File: src/rtl/ahb_single_master.sv
// AHB-Lite single-transfer bus initiator: converts a CPU req/done handshake into
// arbitrated NONSEQ transfers with lock, slave wait states, two-cycle ERROR and grant timeout.
module ahb_single_master #(
    parameter int unsigned ADDR_W        = 32,
    parameter int unsigned DATA_W        = 32,
    parameter int unsigned GRANT_TIMEOUT = 255
) (
    input  logic              clk,
    input  logic              rst,
    input  logic              cpu_req,
    output logic              cpu_ready,
    input  logic              cpu_write,
    input  logic [ADDR_W-1:0] cpu_addr,
    input  logic [2:0]        cpu_size,
    input  logic [DATA_W-1:0] cpu_wdata,
    input  logic              cpu_lock,
    output logic              cpu_done,
    output logic              cpu_err,
    output logic [DATA_W-1:0] cpu_rdata,
    output logic              HBUSREQ,
    output logic              HLOCK,
    input  logic              HGRANT,
    output logic [1:0]        HTRANS,
    output logic [ADDR_W-1:0] HADDR,
    output logic              HWRITE,
    output logic [2:0]        HSIZE,
    output logic [DATA_W-1:0] HWDATA,
    input  logic [DATA_W-1:0] HRDATA,
    input  logic              HREADY,
    input  logic [1:0]        HRESP
);

    localparam int unsigned CNT_W = (GRANT_TIMEOUT < 2) ? 1 : $clog2(GRANT_TIMEOUT + 1);

    localparam logic [1:0] TRANS_IDLE   = 2'b00;
    localparam logic [1:0] TRANS_NONSEQ = 2'b10;
    localparam logic [1:0] RESP_OKAY    = 2'b00;
    localparam logic [2:0] SIZE_WORD    = 3'b010;

    typedef enum logic [2:0] {
        S_IDLE,
        S_REQ,
        S_ADDR,
        S_DATA,
        S_ERR2
    } state_t;

    state_t             state, state_nxt;
    logic [CNT_W-1:0]   cnt, cnt_nxt;
    logic               lat_write, lat_write_nxt;
    logic               lat_lock, lat_lock_nxt;
    logic [ADDR_W-1:0]  lat_addr, lat_addr_nxt;
    logic [2:0]         lat_size, lat_size_nxt;
    logic [DATA_W-1:0]  lat_wdata, lat_wdata_nxt;

    logic               hbusreq_nxt, hlock_nxt, hwrite_nxt;
    logic [1:0]         htrans_nxt;
    logic [ADDR_W-1:0]  haddr_nxt;
    logic [2:0]         hsize_nxt;
    logic [DATA_W-1:0]  hwdata_nxt;
    logic               cpu_done_nxt, cpu_err_nxt;
    logic [DATA_W-1:0]  cpu_rdata_nxt;

    logic misaligned, grant_ok, timeout_hit, resp_err;

    // Request qualification and bus condition decodes
    always_comb begin
        misaligned  = (cpu_size > 3'd2)
                   || ((cpu_size == 3'd1) && cpu_addr[0])
                   || ((cpu_size == 3'd2) && (cpu_addr[1:0] != 2'b00));
        grant_ok    = HGRANT && HREADY;
        timeout_hit = (GRANT_TIMEOUT != 0) && (cnt == CNT_W'(GRANT_TIMEOUT - 1));
        resp_err    = (HRESP != RESP_OKAY);
    end

    assign cpu_ready = (state == S_IDLE);

    // Next-state decision
    always_comb begin
        state_nxt = state;
        case (state)
            S_IDLE: if (cpu_req && !misaligned) state_nxt = S_REQ;
            S_REQ: begin
                if (grant_ok)         state_nxt = S_ADDR;
                else if (timeout_hit) state_nxt = S_IDLE;
            end
            S_ADDR: if (HREADY) state_nxt = S_DATA;
            S_DATA: begin
                if (HREADY)        state_nxt = S_IDLE;
                else if (resp_err) state_nxt = S_ERR2;
            end
            S_ERR2: if (HREADY) state_nxt = S_IDLE;
            default: state_nxt = S_IDLE;
        endcase
    end

    // Next values for the registered bus/CPU outputs, request latch and timeout counter
    always_comb begin
        cnt_nxt       = cnt;
        lat_write_nxt = lat_write;
        lat_lock_nxt  = lat_lock;
        lat_addr_nxt  = lat_addr;
        lat_size_nxt  = lat_size;
        lat_wdata_nxt = lat_wdata;
        hbusreq_nxt   = HBUSREQ;
        hlock_nxt     = HLOCK;
        htrans_nxt    = HTRANS;
        haddr_nxt     = HADDR;
        hwrite_nxt    = HWRITE;
        hsize_nxt     = HSIZE;
        hwdata_nxt    = HWDATA;
        cpu_done_nxt  = 1'b0;
        cpu_err_nxt   = 1'b0;
        cpu_rdata_nxt = cpu_rdata;
        case (state)
            S_IDLE: begin
                cnt_nxt = '0;
                if (cpu_req) begin
                    lat_write_nxt = cpu_write;
                    lat_lock_nxt  = cpu_lock;
                    lat_addr_nxt  = cpu_addr;
                    lat_size_nxt  = cpu_size;
                    lat_wdata_nxt = cpu_wdata;
                    if (misaligned) begin
                        cpu_done_nxt = 1'b1;
                        cpu_err_nxt  = 1'b1;
                    end else begin
                        hbusreq_nxt = 1'b1;
                        hlock_nxt   = cpu_lock;
                    end
                end
            end
            S_REQ: begin
                if (grant_ok) begin
                    hbusreq_nxt = 1'b0;
                    htrans_nxt  = TRANS_NONSEQ;
                    haddr_nxt   = lat_addr;
                    hwrite_nxt  = lat_write;
                    hsize_nxt   = lat_size;
                end else if (timeout_hit) begin
                    hbusreq_nxt  = 1'b0;
                    hlock_nxt    = 1'b0;
                    cpu_done_nxt = 1'b1;
                    cpu_err_nxt  = 1'b1;
                end else if (GRANT_TIMEOUT != 0) begin
                    cnt_nxt = cnt + CNT_W'(1);
                end
            end
            S_ADDR: begin
                if (HREADY) begin
                    htrans_nxt = TRANS_IDLE;
                    hlock_nxt  = 1'b0;
                    hwdata_nxt = lat_write ? lat_wdata : '0;
                end
            end
            S_DATA: begin
                if (HREADY) begin
                    cpu_done_nxt = 1'b1;
                    cpu_err_nxt  = resp_err;
                    if (!resp_err && !lat_write) cpu_rdata_nxt = HRDATA;
                end
            end
            S_ERR2: begin
                if (HREADY) begin
                    cpu_done_nxt = 1'b1;
                    cpu_err_nxt  = 1'b1;
                end
            end
            default: ;
        endcase
    end

    // State and output registers with synchronous reset
    always_ff @(posedge clk) begin
        if (rst) begin
            state     <= S_IDLE;
            cnt       <= '0;
            lat_write <= 1'b0;
            lat_lock  <= 1'b0;
            lat_addr  <= '0;
            lat_size  <= SIZE_WORD;
            lat_wdata <= '0;
            HBUSREQ   <= 1'b0;
            HLOCK     <= 1'b0;
            HTRANS    <= TRANS_IDLE;
            HADDR     <= '0;
            HWRITE    <= 1'b0;
            HSIZE     <= SIZE_WORD;
            HWDATA    <= '0;
            cpu_done  <= 1'b0;
            cpu_err   <= 1'b0;
            cpu_rdata <= '0;
        end else begin
            state     <= state_nxt;
            cnt       <= cnt_nxt;
            lat_write <= lat_write_nxt;
            lat_lock  <= lat_lock_nxt;
            lat_addr  <= lat_addr_nxt;
            lat_size  <= lat_size_nxt;
            lat_wdata <= lat_wdata_nxt;
            HBUSREQ   <= hbusreq_nxt;
            HLOCK     <= hlock_nxt;
            HTRANS    <= htrans_nxt;
            HADDR     <= haddr_nxt;
            HWRITE    <= hwrite_nxt;
            HSIZE     <= hsize_nxt;
            HWDATA    <= hwdata_nxt;
            cpu_done  <= cpu_done_nxt;
            cpu_err   <= cpu_err_nxt;
            cpu_rdata <= cpu_rdata_nxt;
        end
    end

endmodule

File: config.mk
export PLATFORM = sky130hd
export DESIGN_NAME = ahb_single_master
export DESIGN_NICKNAME = d
export VERILOG_FILES = /design/src/rtl/ahb_single_master.sv
export SDC_FILE = /design/constraint.sdc
export NUM_CORES = 1
export LEC_CHECK = 0
export CORE_MARGIN = 2
export CORE_UTILIZATION = 46
export DETAILED_ROUTE_END_ITERATION = 6
export PLACE_DENSITY = 0.8
export SYNTH_ARGS = -nofsm -noshare
export SYNTH_HDL_FRONTEND = slang
export SYNTH_SLANG_ARGS = --single-unit
File: constraint.sdc
create_clock -name clk -period 2 [get_ports clk]
set_clock_uncertainty 0.05 [all_clocks]
set_input_delay 0.3 -clock clk [delete_from_list [all_inputs] [get_ports clk]]
set_output_delay 0.3 -clock clk [all_outputs]
set_load 0.02 [all_outputs]
==> summary.md <==
| Metric | Value |
|---|---|
| Drt first pass iters | 5 |
| DRC viols | 0 |
| Syn nets | 955 |
| Delay-heaviest family, CP | flip-flops |
| Post-DRT Antenna Nets | 0 |
| HP Class | input port to flop |
| Syn avg cell area | 7.99 um2 |
| FF+latch count, synth | 184 |
| Via count | 6156 |
| Met2 wire length | 8480 um |
| Initial DRC count | 328 |
| Status | finished clean |
| Sw power | 0.00252 W |
| Max-slew violations | 0 |
| Final Hold Violating Endpoints | 0 |
| H-tree depth | 4 |
| Vias in the first global route | 5655 |
| CP max FO | 7 |
| Max Clk Rate | 0.531 GHz |
| Final setup vio count | 0 |
| Total Wirelength | 17600 um |
| Cts bufs inserted | 17 |
| Worst skew pair latency | 420 ps |
| Period minus WS final | 1880 ps |
| Internal power | 0.00634 W |
| Combinational share of power | 19.2% |
| Post-DP HPWL | 11500 um |
| Arr. time, crit path | 1530 ps |
| Synth area leaders | dfxtp_1, nand2_1, a21oi_1, nand3_1, clkbuf_1 |
| Post-synthesis to final-layout area growth | 42.8% |
| Post-Place Setup Slack | -78.8 ps |
| Port Buffers | 213 |
| # diodes | 0 |
| Worst EP required | 1650 ps |
| Setup TNS | 0 ps |
| CP peak stage delay | 460 ps |
| Most frequent cells in the layout | nand2_1, clkdlybuf4s50_1, dfxtp_1, a21oi_1, nand3_1 |
| Largest area contributor in the netlist | dfxtp_1 |
| Final Power | 0.00885 W |
| Die W | 125 um |
| Layout cells sized above 1 | 6.95% |
| Largest net degree at the start of global routing | 80 |
| Core footprint | 14400 um2 |
| Slowest-stage cell, CP | dfxtp_1 |
| CP Cell Sequence | nor3_4, dlygate4sd2_1 |
| Max IR drop VDD | 573 uV |
| GRT overflow | 0 |
| Worst setup SP type | flop |
| Row cnt | 44 |
| Syn Inst Count | 845 |
| Commonest non-fill, non-tap cell in the layout | nand2_1 |
| First-pass GRT wire length | 28000 um |
| CTS Sinks | 184 |
| Total I/O pin count | 215 |
| Total GRT Usage | 21.8% |
| Switching share of power | 28.5% |
| Max-cap violation count | 0 |
| Clk buf depth | 2 |
| Die Height | 125 um |
| Initial antenna violation count | 0 |
| Pwr/cell area | 919 nW/um2 |
| Reg clk slew, reported paths | 60 ps |
| Met1 Wirelength | 7760 um |
| Share of the synthesized area in the top cell type | 54.6% |
| Unique masters post-synth | 43 |
| Metal3 WL | 1010 um |
| Nets@finish | 1148 |
| Final GP Congestion | 0.826 |
| Seq pwr share | 46.2% |
| Mapped Area | 6750 um2 |
| Slew headroom | 66.7% |
| Initial Util | 46.8% |
| CTS tree | done |
| Synth warnings | 0 |
| Leakage power | 3.41 nW |
| Final WS setup | 115 ps |
| Sequential area share after synthesis | 54.6% |
| Routed wire per std cell | 14.2 um |
| Crit Path Class | flop to output pin |
| Worst-Margin Slew | 498 ps |
| Root Buffer | clkbuf_16 |
| Worst Setup End Kind | output pin |
| Via/cell ratio | 4.98 |
| RSZ-0062 raised after global routing | false |
| Tcrit/Tclk final | 94.2% |
| Post-cts hold buffer count | 0 |
| Clock network fraction of total power | 34.6% |
| DIE AREA | 15700 um2 |
| Top Metal Used | met4 |
| Worst Path Buf+Inv | 1 |
-- routing by layer --
metal / track usage (%) / up-vias
met3: 4.62 / 21
met4: 7.84 / 0
met1: 28.3 / 2802
met2: 36.0 / 181
met5: 0 / -
li1: - / 3152
-- sequential cells by signal, summed over array words and instances (netlist names) --
name and cells:
cpu_rdata 32, cpu_err 1, HWRITE 1, HSIZE 3
HBUSREQ 1, lat_wdata 32, cnt 8, lat_size 3
HADDR 32, HWDATA 32, lat_write 1, state 3
HTRANS 1, HLOCK 1, lat_addr 32, cpu_done 1
-- power by group through the flow --
stage               Clock, W  Sequential (W)  Combinational, W
floorplan                  0         0.00419           0.00101
global placement           0         0.00416           0.00169
detailed placement         0         0.00417           0.00171
CTS                  0.00314         0.00409           0.00171
global route         0.00327         0.00413           0.00188
finish               0.00307         0.00409           0.00170
-- layout make-up --
| type | instances | area [um2] |
|---|---|---|
| Clock buffer | 20 | 467 |
| Clock inverter | 12 | 75.1 |
| Fill cell | 1235 | 4790 |
| Inverter | 4 | 15.0 |
| Multi-Input combinational cell | 593 | 2750 |
| Sequential cell | 184 | 3680 |
| Tap cell | 184 | 230 |
| Timing Repair Buffer | 238 | 2420 |
-- cell families after synthesis --
logic type / share of synthesized area [%]
AOI/OAI and AO/OA: 14.7
xor gates and xnor gates: 0.908
adders and majority gates: 0.371
buffers and inverters: 4.84
DFF: 54.6
muxes: 0.148
other: 0.0556
and+or+nand+nor: 24.4
-- stage by stage --
stage / utilization, % / area [um2] / hold slack [ps] / instances
6_report: 66.8 / 9640 / 130 / 1235
5_1_grt: 66.8 / 9640 / 142 / 1235
4_1_cts: 66.8 / 9640 / 110 / 1235
3_5_place_dp: 63.1 / 9090 / 392 / 1203
3_3_place_gp: 63.1 / 9090 / 387 / 1203
2_1_floorplan: - / 6750 / 374 / 845
-- what timing repair did --
| item | in CTS | in global routing |
|---|---|---|
| buffers inserted | 0 | 0 |
| resized for setup | 1 | 0 |
| setup endpoints to repair | 1 | 0 |
| endpoints found under the hold margin | 0 | 0 |
-- synth_stat cells (all sizes together) --
| master | number |
|---|---|
| nand3b | 5 |
| a2bb2oi | 1 |
| clkbuf | 37 |
| mux2i | 1 |
| nand3 | 36 |
| o21bai | 2 |
| a32oi | 1 |
| nand2b | 1 |
| buf | 27 |
| o21ai | 3 |
| a211oi | 1 |
| xnor2 | 1 |
| o221a | 1 |
| a311o | 1 |
| or3 | 2 |
| and3 | 3 |
| ha | 2 |
| and3b | 1 |
| a21o | 1 |
| a31o | 2 |
| a211o | 1 |
| conb | 1 |
| o41ai | 1 |
| xor2 | 6 |
| nand4 | 7 |
| and2 | 1 |
| or3b | 1 |
| a21oi | 170 |
| a41oi | 1 |
| inv | 4 |
| nand2 | 313 |
| or2 | 2 |
| dfxtp | 184 |
| nor3 | 5 |
| nor2 | 19 |
-- final timing paths --
path              startpoint          to  slack (ps)  depth (start not counted)
setup / recovery    state[2]   cpu_ready         120                          2
hold / removal           rst    state[1]         130                          2
setup reg to reg    state[1]    state[2]         250                          6
hold reg to reg   HWDATA[10]  HWDATA[10]         400                          2
Power figures use the tool's default switching activity.
